$ cat config.mk
export PLATFORM = sky130hd
export DESIGN_NAME = dir_cache_controller_flat
export DESIGN_NICKNAME = d
export VERILOG_FILES = /design/src/rtl/dir_cache_pkg.sv /design/src/rtl/dir_cache_if.sv /design/src/rtl/dir_cache_line_fsm.sv /design/src/rtl/dir_cache_controller.sv /design/src/flat_wrapper.sv
export SDC_FILE = /design/constraint.sdc
export NUM_CORES = 1
export LEC_CHECK = 0
export CORE_ASPECT_RATIO = 0.7
export CORE_UTILIZATION = 45
export CTS_BUF_LIST = sky130_fd_sc_hd__clkbuf_8
export DETAILED_ROUTE_END_ITERATION = 8
export PLACE_DENSITY_LB_ADDON = 0.08
export SLEW_MARGIN = 20
export SYNTH_ARGS = -nofsm -noshare
export SYNTH_HDL_FRONTEND = slang
export SYNTH_SLANG_ARGS = --single-unit
$ cat constraint.sdc
create_clock -name clk -period 2.6 [get_ports clk]
set_input_delay 0.52 -clock clk [delete_from_list [all_inputs] [get_ports clk]]
set_output_delay 0.52 -clock clk [all_outputs]
set_load 0.005 [all_outputs]
$ cat src/rtl/dir_cache_pkg.sv
// Shared encodings for the directory-based MSI cache controller.
package dir_cache_pkg;

    typedef enum logic [1:0] {
        LINE_INVALID  = 2'b00,
        LINE_MODIFIED = 2'b01,
        LINE_SHARED   = 2'b10
    } line_state_e;

    typedef enum logic [1:0] {
        MSG_READ_MISS  = 2'b00,
        MSG_WRITE_MISS = 2'b01,
        MSG_INVALIDATE = 2'b10,
        MSG_WRITE_BACK = 2'b11
    } msg_type_e;

    typedef enum logic [1:0] {
        DIR_FETCH      = 2'b00,
        DIR_INVALIDATE = 2'b01,
        DIR_FETCH_INV  = 2'b10,
        DIR_REPLY      = 2'b11
    } dir_type_e;

    typedef enum logic [2:0] {
        CTRL_IDLE       = 3'd0,
        CTRL_SEND_WB    = 3'd1,
        CTRL_SEND_REQ   = 3'd2,
        CTRL_WAIT_REPLY = 3'd3,
        CTRL_RESPOND    = 3'd4
    } ctrl_state_e;

endpackage

$ cat src/rtl/dir_cache_if.sv
// CPU, outgoing message, incoming directory and fetch-response buses of the cache controller.
// The slave modport is the controller; the master modport is the CPU/directory environment.
interface dir_cache_if #(
    parameter int ADDR_W = 6,
    parameter int DATA_W = 8
);
    logic              cpu_valid;
    logic              cpu_we;
    logic [ADDR_W-1:0] cpu_addr;
    logic [DATA_W-1:0] cpu_wdata;
    logic              cpu_ready;
    logic              cpu_done;
    logic [DATA_W-1:0] cpu_rdata;

    logic              msg_valid;
    logic [1:0]        msg_type;
    logic [ADDR_W-1:0] msg_addr;
    logic [DATA_W-1:0] msg_data;
    logic              msg_ready;

    logic              dir_valid;
    logic [1:0]        dir_type;
    logic [ADDR_W-1:0] dir_addr;
    logic [DATA_W-1:0] dir_data;
    logic              dir_ready;

    logic              wb_valid;
    logic [ADDR_W-1:0] wb_addr;
    logic [DATA_W-1:0] wb_data;

    modport slave (
        input  cpu_valid, cpu_we, cpu_addr, cpu_wdata,
        output cpu_ready, cpu_done, cpu_rdata,
        output msg_valid, msg_type, msg_addr, msg_data,
        input  msg_ready,
        input  dir_valid, dir_type, dir_addr, dir_data,
        output dir_ready,
        output wb_valid, wb_addr, wb_data
    );

    modport master (
        output cpu_valid, cpu_we, cpu_addr, cpu_wdata,
        input  cpu_ready, cpu_done, cpu_rdata,
        input  msg_valid, msg_type, msg_addr, msg_data,
        output msg_ready,
        output dir_valid, dir_type, dir_addr, dir_data,
        input  dir_ready,
        input  wb_valid, wb_addr, wb_data
    );

endinterface

$ cat src/rtl/dir_cache_line_fsm.sv
// Combinational MSI decisions for one selected line: CPU hit/miss classification
// and the line's reaction to a directory request.
module dir_cache_line_fsm
    import dir_cache_pkg::*;
#(
    parameter int TAG_W = 4
) (
    input  line_state_e      line_st,
    input  logic [TAG_W-1:0] line_tag,
    input  logic [TAG_W-1:0] req_tag,
    input  logic             cpu_we,
    input  dir_type_e        dir_type,
    output logic             cpu_hit,
    output logic             victim_wb,
    output msg_type_e        req_msg,
    output line_state_e      dir_next,
    output logic             dir_wb
);
    logic present;
    logic upgrade;

    always_comb begin
        present   = (line_st != LINE_INVALID) && (line_tag == req_tag);
        cpu_hit   = present && ((line_st == LINE_MODIFIED) || !cpu_we);
        upgrade   = present && (line_st == LINE_SHARED) && cpu_we;
        // A differing tag on a dirty line means the victim must be written back first.
        victim_wb = !present && (line_st == LINE_MODIFIED);

        if (upgrade) begin
            req_msg = MSG_INVALIDATE;
        end else if (cpu_we) begin
            req_msg = MSG_WRITE_MISS;
        end else begin
            req_msg = MSG_READ_MISS;
        end

        dir_next = line_st;
        dir_wb   = 1'b0;
        if (present) begin
            case (dir_type)
                DIR_FETCH: begin
                    if (line_st == LINE_MODIFIED) begin
                        dir_next = LINE_SHARED;
                        dir_wb   = 1'b1;
                    end
                end
                DIR_FETCH_INV: begin
                    if (line_st == LINE_MODIFIED) begin
                        dir_next = LINE_INVALID;
                        dir_wb   = 1'b1;
                    end
                end
                DIR_INVALIDATE: dir_next = LINE_INVALID;
                default: ;
            endcase
        end
    end

endmodule

$ cat src/rtl/dir_cache_controller.sv
// Direct-mapped MSI cache controller talking to a directory; hits finish in one cycle,
// misses and upgrades go through the message/reply handshake.
module dir_cache_controller
    import dir_cache_pkg::*;
#(
    parameter int NUM_LINES = 4,
    parameter int TAG_W     = 4,
    parameter int DATA_W    = 8
) (
    input  logic       clk,
    input  logic       rst_n,
    dir_cache_if.slave bus
);
    localparam int IDX_W  = $clog2(NUM_LINES);
    localparam int ADDR_W = TAG_W + IDX_W;

    line_state_e       line_st_q   [NUM_LINES];
    logic [TAG_W-1:0]  line_tag_q  [NUM_LINES];
    logic [DATA_W-1:0] line_data_q [NUM_LINES];

    ctrl_state_e       state_q, state_d;
    logic [ADDR_W-1:0] req_addr_q;
    logic              req_we_q;
    logic [DATA_W-1:0] req_wdata_q;
    msg_type_e         req_kind_q;
    logic              retry_q;
    logic [DATA_W-1:0] resp_data_q;
    logic              wb_valid_q;
    logic [ADDR_W-1:0] wb_addr_q;
    logic [DATA_W-1:0] wb_data_q;

    dir_type_e         dir_type;
    logic [IDX_W-1:0]  cpu_idx, dir_idx, sel_idx, req_idx;
    logic [TAG_W-1:0]  cpu_tag, dir_tag, sel_tag, req_tag;
    logic              cpu_ready, dir_ready;
    logic              cpu_acc, dir_acc, reply_acc, retry_set;
    logic              cpu_hit, victim_wb, dir_wb;
    msg_type_e         miss_msg;
    line_state_e       dir_next;

    assign dir_type = dir_type_e'(bus.dir_type);
    assign cpu_idx  = bus.cpu_addr[IDX_W-1:0];
    assign cpu_tag  = bus.cpu_addr[ADDR_W-1:IDX_W];
    assign dir_idx  = bus.dir_addr[IDX_W-1:0];
    assign dir_tag  = bus.dir_addr[ADDR_W-1:IDX_W];
    assign req_idx  = req_addr_q[IDX_W-1:0];
    assign req_tag  = req_addr_q[ADDR_W-1:IDX_W];

    // Ready outputs are gated by rst_n so they drop the moment reset asserts.
    assign cpu_ready = rst_n && (state_q == CTRL_IDLE) && !bus.dir_valid;
    assign dir_ready = rst_n && ((state_q == CTRL_IDLE) || (state_q == CTRL_WAIT_REPLY));
    assign cpu_acc   = bus.cpu_valid && cpu_ready;
    assign dir_acc   = bus.dir_valid && dir_ready;
    assign reply_acc = dir_acc && (dir_type == DIR_REPLY) && (state_q == CTRL_WAIT_REPLY);
    assign retry_set = dir_acc && (state_q == CTRL_WAIT_REPLY) && (dir_type == DIR_INVALIDATE)
                       && (bus.dir_addr == req_addr_q) && (req_kind_q == MSG_INVALIDATE);

    // CPU and directory are never accepted together, so one decoder serves both.
    assign sel_idx = bus.dir_valid ? dir_idx : cpu_idx;
    assign sel_tag = bus.dir_valid ? dir_tag : cpu_tag;

    dir_cache_line_fsm #(.TAG_W(TAG_W)) u_line_fsm (
        .line_st   (line_st_q[sel_idx]),
        .line_tag  (line_tag_q[sel_idx]),
        .req_tag   (sel_tag),
        .cpu_we    (bus.cpu_we),
        .dir_type  (dir_type),
        .cpu_hit   (cpu_hit),
        .victim_wb (victim_wb),
        .req_msg   (miss_msg),
        .dir_next  (dir_next),
        .dir_wb    (dir_wb)
    );

    always_comb begin
        state_d = state_q;
        case (state_q)
            CTRL_IDLE: begin
                if (cpu_acc) begin
                    if (cpu_hit) begin
                        state_d = CTRL_RESPOND;
                    end else if (victim_wb) begin
                        state_d = CTRL_SEND_WB;
                    end else begin
                        state_d = CTRL_SEND_REQ;
                    end
                end
            end
            CTRL_SEND_WB:    if (bus.msg_ready) state_d = CTRL_SEND_REQ;
            CTRL_SEND_REQ:   if (bus.msg_ready) state_d = CTRL_WAIT_REPLY;
            CTRL_WAIT_REPLY: if (reply_acc) state_d = retry_q ? CTRL_SEND_REQ : CTRL_RESPOND;
            CTRL_RESPOND:    state_d = CTRL_IDLE;
            default:         state_d = CTRL_IDLE;
        endcase
    end

    always_comb begin
        bus.msg_valid = 1'b0;
        bus.msg_type  = '0;
        bus.msg_addr  = '0;
        bus.msg_data  = '0;
        case (state_q)
            CTRL_SEND_WB: begin
                bus.msg_valid = 1'b1;
                bus.msg_type  = MSG_WRITE_BACK;
                bus.msg_addr  = {line_tag_q[req_idx], req_idx};
                bus.msg_data  = line_data_q[req_idx];
            end
            CTRL_SEND_REQ: begin
                bus.msg_valid = 1'b1;
                bus.msg_type  = req_kind_q;
                bus.msg_addr  = req_addr_q;
                bus.msg_data  = req_we_q ? req_wdata_q : '0;
            end
            default: ;
        endcase
    end

    assign bus.cpu_ready = cpu_ready;
    assign bus.dir_ready = dir_ready;
    assign bus.cpu_done  = (state_q == CTRL_RESPOND);
    assign bus.cpu_rdata = resp_data_q;
    assign bus.wb_valid  = wb_valid_q;
    assign bus.wb_addr   = wb_addr_q;
    assign bus.wb_data   = wb_data_q;

    always_ff @(posedge clk or negedge rst_n) begin
        if (!rst_n) begin
            state_q     <= CTRL_IDLE;
            req_addr_q  <= '0;
            req_we_q    <= 1'b0;
            req_wdata_q <= '0;
            req_kind_q  <= MSG_READ_MISS;
            retry_q     <= 1'b0;
            resp_data_q <= '0;
            wb_valid_q  <= 1'b0;
            wb_addr_q   <= '0;
            wb_data_q   <= '0;
        end else begin
            state_q    <= state_d;
            wb_valid_q <= 1'b0;
            if (cpu_acc) begin
                req_addr_q  <= bus.cpu_addr;
                req_we_q    <= bus.cpu_we;
                req_wdata_q <= bus.cpu_wdata;
                req_kind_q  <= miss_msg;
                if (cpu_hit) begin
                    resp_data_q <= bus.cpu_we ? bus.cpu_wdata : line_data_q[cpu_idx];
                end
            end
            if (dir_acc && dir_wb) begin
                wb_valid_q <= 1'b1;
                wb_addr_q  <= bus.dir_addr;
                wb_data_q  <= line_data_q[dir_idx];
            end
            if (retry_set) begin
                retry_q <= 1'b1;
            end
            // A lost upgrade comes back as a full write miss instead of completing.
            if (reply_acc) begin
                if (retry_q) begin
                    retry_q    <= 1'b0;
                    req_kind_q <= MSG_WRITE_MISS;
                end else begin
                    resp_data_q <= req_we_q ? req_wdata_q : bus.dir_data;
                end
            end
        end
    end

    always_ff @(posedge clk or negedge rst_n) begin
        if (!rst_n) begin
            for (int i = 0; i < NUM_LINES; i++) begin
                line_st_q[i]   <= LINE_INVALID;
                line_tag_q[i]  <= '0;
                line_data_q[i] <= '0;
            end
        end else begin
            if (dir_acc && (dir_type != DIR_REPLY)) begin
                line_st_q[dir_idx] <= dir_next;
            end
            if (cpu_acc && cpu_hit && bus.cpu_we) begin
                line_data_q[cpu_idx] <= bus.cpu_wdata;
            end
            // Once written back the victim no longer owns data the directory could fetch.
            if ((state_q == CTRL_SEND_WB) && bus.msg_ready) begin
                line_st_q[req_idx] <= LINE_INVALID;
            end
            if (reply_acc && !retry_q) begin
                line_st_q[req_idx]   <= req_we_q ? LINE_MODIFIED : LINE_SHARED;
                line_tag_q[req_idx]  <= req_tag;
                line_data_q[req_idx] <= req_we_q ? req_wdata_q : bus.dir_data;
            end
        end
    end

endmodule

$ cat src/flat_wrapper.sv
// flat-port wrapper written by rule: the top's interface ports become plain ports
module dir_cache_controller_flat import dir_cache_pkg::*;
#(
    parameter int NUM_LINES = 4,
    parameter int TAG_W     = 4,
    parameter int DATA_W    = 8
)
  (clk, rst_n, bus_cpu_valid, bus_cpu_we, bus_cpu_addr, bus_cpu_wdata, bus_cpu_ready, bus_cpu_done, bus_cpu_rdata, bus_msg_valid, bus_msg_type, bus_msg_addr, bus_msg_data, bus_msg_ready, bus_dir_valid, bus_dir_type, bus_dir_addr, bus_dir_data, bus_dir_ready, bus_wb_valid, bus_wb_addr, bus_wb_data);
  dir_cache_if #(.ADDR_W(6), .DATA_W(DATA_W)) bus_i ();
  input  logic clk;
  input  logic rst_n;
  input wire logic [$bits(bus_i.cpu_valid)-1:0] bus_cpu_valid;
  input wire logic [$bits(bus_i.cpu_we)-1:0] bus_cpu_we;
  input wire logic [$bits(bus_i.cpu_addr)-1:0] bus_cpu_addr;
  input wire logic [$bits(bus_i.cpu_wdata)-1:0] bus_cpu_wdata;
  output wire logic [$bits(bus_i.cpu_ready)-1:0] bus_cpu_ready;
  output wire logic [$bits(bus_i.cpu_done)-1:0] bus_cpu_done;
  output wire logic [$bits(bus_i.cpu_rdata)-1:0] bus_cpu_rdata;
  output wire logic [$bits(bus_i.msg_valid)-1:0] bus_msg_valid;
  output wire logic [$bits(bus_i.msg_type)-1:0] bus_msg_type;
  output wire logic [$bits(bus_i.msg_addr)-1:0] bus_msg_addr;
  output wire logic [$bits(bus_i.msg_data)-1:0] bus_msg_data;
  input wire logic [$bits(bus_i.msg_ready)-1:0] bus_msg_ready;
  input wire logic [$bits(bus_i.dir_valid)-1:0] bus_dir_valid;
  input wire logic [$bits(bus_i.dir_type)-1:0] bus_dir_type;
  input wire logic [$bits(bus_i.dir_addr)-1:0] bus_dir_addr;
  input wire logic [$bits(bus_i.dir_data)-1:0] bus_dir_data;
  output wire logic [$bits(bus_i.dir_ready)-1:0] bus_dir_ready;
  output wire logic [$bits(bus_i.wb_valid)-1:0] bus_wb_valid;
  output wire logic [$bits(bus_i.wb_addr)-1:0] bus_wb_addr;
  output wire logic [$bits(bus_i.wb_data)-1:0] bus_wb_data;
  assign bus_i.cpu_valid = bus_cpu_valid;
  assign bus_i.cpu_we = bus_cpu_we;
  assign bus_i.cpu_addr = bus_cpu_addr;
  assign bus_i.cpu_wdata = bus_cpu_wdata;
  assign bus_cpu_ready = bus_i.cpu_ready;
  assign bus_cpu_done = bus_i.cpu_done;
  assign bus_cpu_rdata = bus_i.cpu_rdata;
  assign bus_msg_valid = bus_i.msg_valid;
  assign bus_msg_type = bus_i.msg_type;
  assign bus_msg_addr = bus_i.msg_addr;
  assign bus_msg_data = bus_i.msg_data;
  assign bus_i.msg_ready = bus_msg_ready;
  assign bus_i.dir_valid = bus_dir_valid;
  assign bus_i.dir_type = bus_dir_type;
  assign bus_i.dir_addr = bus_dir_addr;
  assign bus_i.dir_data = bus_dir_data;
  assign bus_dir_ready = bus_i.dir_ready;
  assign bus_wb_valid = bus_i.wb_valid;
  assign bus_wb_addr = bus_i.wb_addr;
  assign bus_wb_data = bus_i.wb_data;
  dir_cache_controller #(.NUM_LINES(NUM_LINES), .TAG_W(TAG_W), .DATA_W(DATA_W)) u_core (.clk(clk), .rst_n(rst_n), .bus(bus_i));
endmodule
==> results.toml <==
[critical_path]
crit_type = "in -> reg"
cp_top_family = "simple AND/OR/NAND/NOR gates"
worstSetupEndpointType = "flop"
crit-reg2reg-launch = "u_core.state_q[0]$_DFFE_PN0P_"
reg2reg_depth = 7
start_kind = "input port"
cp_cell_sequence = "buf_4 > mux2i_4 > buf_6 > buf_4 > mux2_2 > a21oi_2 > or4_4 > nor3_4 > buf_6 > buf_12 > mux2_2"
r2r-end = "u_core.bus.wb_data[6]$_DFFE_PN0P_"
critPathMaxFanout = 6
crit_buf_inv = 5
slowest_stage = "or4_4"
ff2ff_setup_slack_ns = 0.24
arrival_ns = 2.81
max_stage_delay_ns = 0.51
cp.required_ns = 2.86

[sta]
clock_skew_ns = 0.0161
setup_viol_count_final = 0
slew_violations = 0
max_freq_mhz = 392
max-slew-margin-rel_pct = 52.2
layout_setup_ws_ns = 0.0482
period_share_pct = 98.1
hold_viol = 0
period_minus_slack_ns = 2.55
tightest_slew_ns = 0.718

[layout]
n_antenna_cell = 0
drive_gt1_share_pct = 31.2
n_fill_cell = 1234
fin_nets = 883
area_growth_pct = 34.1
fin_area_mm2 = 0.00905
regArea_mm2 = 0.00251
multiInputGateArea_mm2 = 0.00411

[global_route]
grt-ovfl-total = 0
grt_antenna_before_repair = 0
grt.total_usage_pct = 32.7
grt_pass1_wl_um = 37700
met1_usage_pct = 47.4
grt.met3_usage_pct = 11.1
grt_pass1_vias = 6396
met2_usage_pct = 45.5
grt_busiest_layer = "met1"
grt_max_degree = 63

[placement]
place_ws_ns = -0.941
gp_congestion = 0.901
postPlaceCellArea_mm2 = 0.00847
hpwl_um = 16900
portBuffers = 78

[cts]
clkTransAtPathRegs_ns = 0.11
numCtsBuffers = 9
cts-htree-levels = 3
cts_tree = "built"
hold_buffers = 0
clk_path_buf_depth = 2
cts_sinks = 100
clock_latency_ns = 0.38
root_buffer = "clkbuf_8"

[logic_synthesis]
yosys_warnings = 0
ys_types = 54
synth-async-reset-ratio_pct = 100
netlist_instances = 693
synth_top_area_cell = "dfrtp_1"
ys_seq_elements = 100
syn_nets = 729
seq_area_frac_synth_pct = 37.1
syn-cell-area_mm2 = 0.00675
synth_top_area_share_pct = 37.1
synthTopCellsByArea = "dfrtp_1 (37%), mux4_2 (10%), mux2_2 (5.3%)"
avgSynthCellArea_um2 = 9.74
synth_ff_type = "dfrtp_1"
yosysMostFrequentCell = "dfrtp_1"
synth_edf_count = 0
synthTopCellsByCount = "dfrtp_1 (100), nand2_1 (78), nor2_1 (72)"

[power_and_ir_drop]
max-vdd-ir-drop_v = 0.000401
leakage_nw = 3.98
power_density_mw_per_mm2 = 743

[routing]
drc = 0
num_vias = 6616
vias_per_cell = 6.33
dr.first_iter.drc_count = 595
avgRoutedWirePerCell_um = 23.3
finalWirelength_um = 24300
antenna_left = 0
drtPass1Iterations = 5

[floorplan]
rows = 37
die_w_um = 148
ios = 79
die_y_um = 104
core-area_mm2 = 0.0147
initial_utilization_pct = 46.0
die_area_mm2 = 0.0155

[outcome]
status = "complete, no violations"

[job]
drv_cap = 0

[min_path]
hold_class = "in -> async"
==> through the flow <==
| stage | TNS (ns) | cells | hold WS, ns | util (%) | power, mW |
|---|---|---|---|---|---|
| 2_1_floorplan | -4.44 | 693 | 0.224 | - | 3.97 |
| 3_3_place_gp | -51.46 | 1002 | 0.470 | 57.7 | 5.24 |
| 3_5_place_dp | -55.18 | 1002 | 0.479 | 57.7 | 5.29 |
| 4_1_cts | -0.127 | 1039 | 0.271 | 61.2 | 6.61 |
| 5_1_grt | -0.00688 | 1045 | 0.307 | 61.7 | 7.07 |
| 6_report | 0 | 1045 | 0.261 | 61.7 | 6.73 |
==> cell usage in the layout, fill, tap and decap left out, types with 6 or more instances in the layout <==
cell             netlist  final
or4_1                 35     32
nor2b_1                8      7
mux2_4                 1      6
mux4_2                31     31
nand4_1               14     14
or3b_2                 8      8
nand2b_1               6      6
clkdlybuf4s50_1        0     59
nor3_1                 6      6
buf_4                  3    109
and2_1                 7      7
mux2_2                32     32
clkbuf_2               2      6
nand3b_1              17     17
buf_6                  1      9
buf_12                 0     11
a21oi_1               13     12
buf_2                 11      6
nor2_1                72     71
o211ai_1               9      9
nand3_1               17     17
o31ai_1               37     36
xor2_1                 7      7
dfrtp_1              100     97
a31oi_1               40     38
mux2i_1               23     21
clkbuf_8               0      9
nand2_1               78     78
==> where the power goes <==
part           leakage (nW)  internal (mW)  switching [mW]
registers              1.34           1.96           0.443
logic                  2.54           1.63            1.57
clock network         0.102          0.539           0.585
total                  3.98           4.14            2.60
==> registers in the layout (all words and copies together), names as in the netlist, 3 cells and up <==
name	flops
u_core.line_tag_q	16
u_core.bus.cpu_rdata	8
u_core.bus.wb_addr	6
u_core.req_addr_q	6
u_core.req_wdata_q	8
u_core.state_q	3
u_core.line_data_q	32
u_core.line_st_q	8
u_core.bus.wb_data	8
==> metal layers <==
metal	wire, µm	vias up
met5	77	-
met4	484	2
met3	2640	48
met2	10300	344
met1	10800	3300
li1	-	2922
==> cell families after synthesis <==
kind of cell | count (synthesis) | share of synthesized area (%)
multiplexers | 98 | 21.4
XOR/XNOR | 11 | 1.76
flip-flops | 100 | 37.1
buffers and inverters | 72 | 4.52
AND/OR/NAND/NOR | 284 | 22.2
AO/OA/AOI/OAI | 128 | 13.1
==> area by class of cell <==
cell class,count,area share (%)
Tap cell,195,2.70
Multi-Input combinational cell,521,45.4
Sequential cell,100,27.7
Clock inverter,5,0.940
Inverter,5,0.207
Timing Repair Buffer,210,21.7
Clock buffer,9,1.37
==> how the worst max path moves through the flow <==
stage	from	endpoint	slack (ns)	cells past startpoint
finish	bus_dir_valid	u_core.bus.wb_data[6]$_DFFE_PN0P_	0.05	11
CTS	u_core.req_addr_q[0]$_DFFE_PN0P_	bus_msg_data[3]	-0.05	6
floorplan	bus_cpu_addr[0]	u_core.bus.wb_addr[2]$_DFFE_PN0P_	-0.22	9
detailed placement	bus_dir_valid	u_core.bus.wb_data[4]$_DFFE_PN0P_	-0.94	9
global route	bus_dir_valid	u_core.bus.wb_addr[0]$_DFFE_PN0P_	-0.004	11
global placement	bus_dir_valid	u_core.bus.wb_data[4]$_DFFE_PN0P_	-0.94	9
==> timing repair <==
action,4_1_cts,5_1_grt
cloned,3,1
resized for setup,59,31
pin swaps,18,19
hold endpoints to repair,0,0
setup buffers,20,6
endpoints found under the setup margin,81,64
Note: power is estimated with default switching activity, not from simulation.
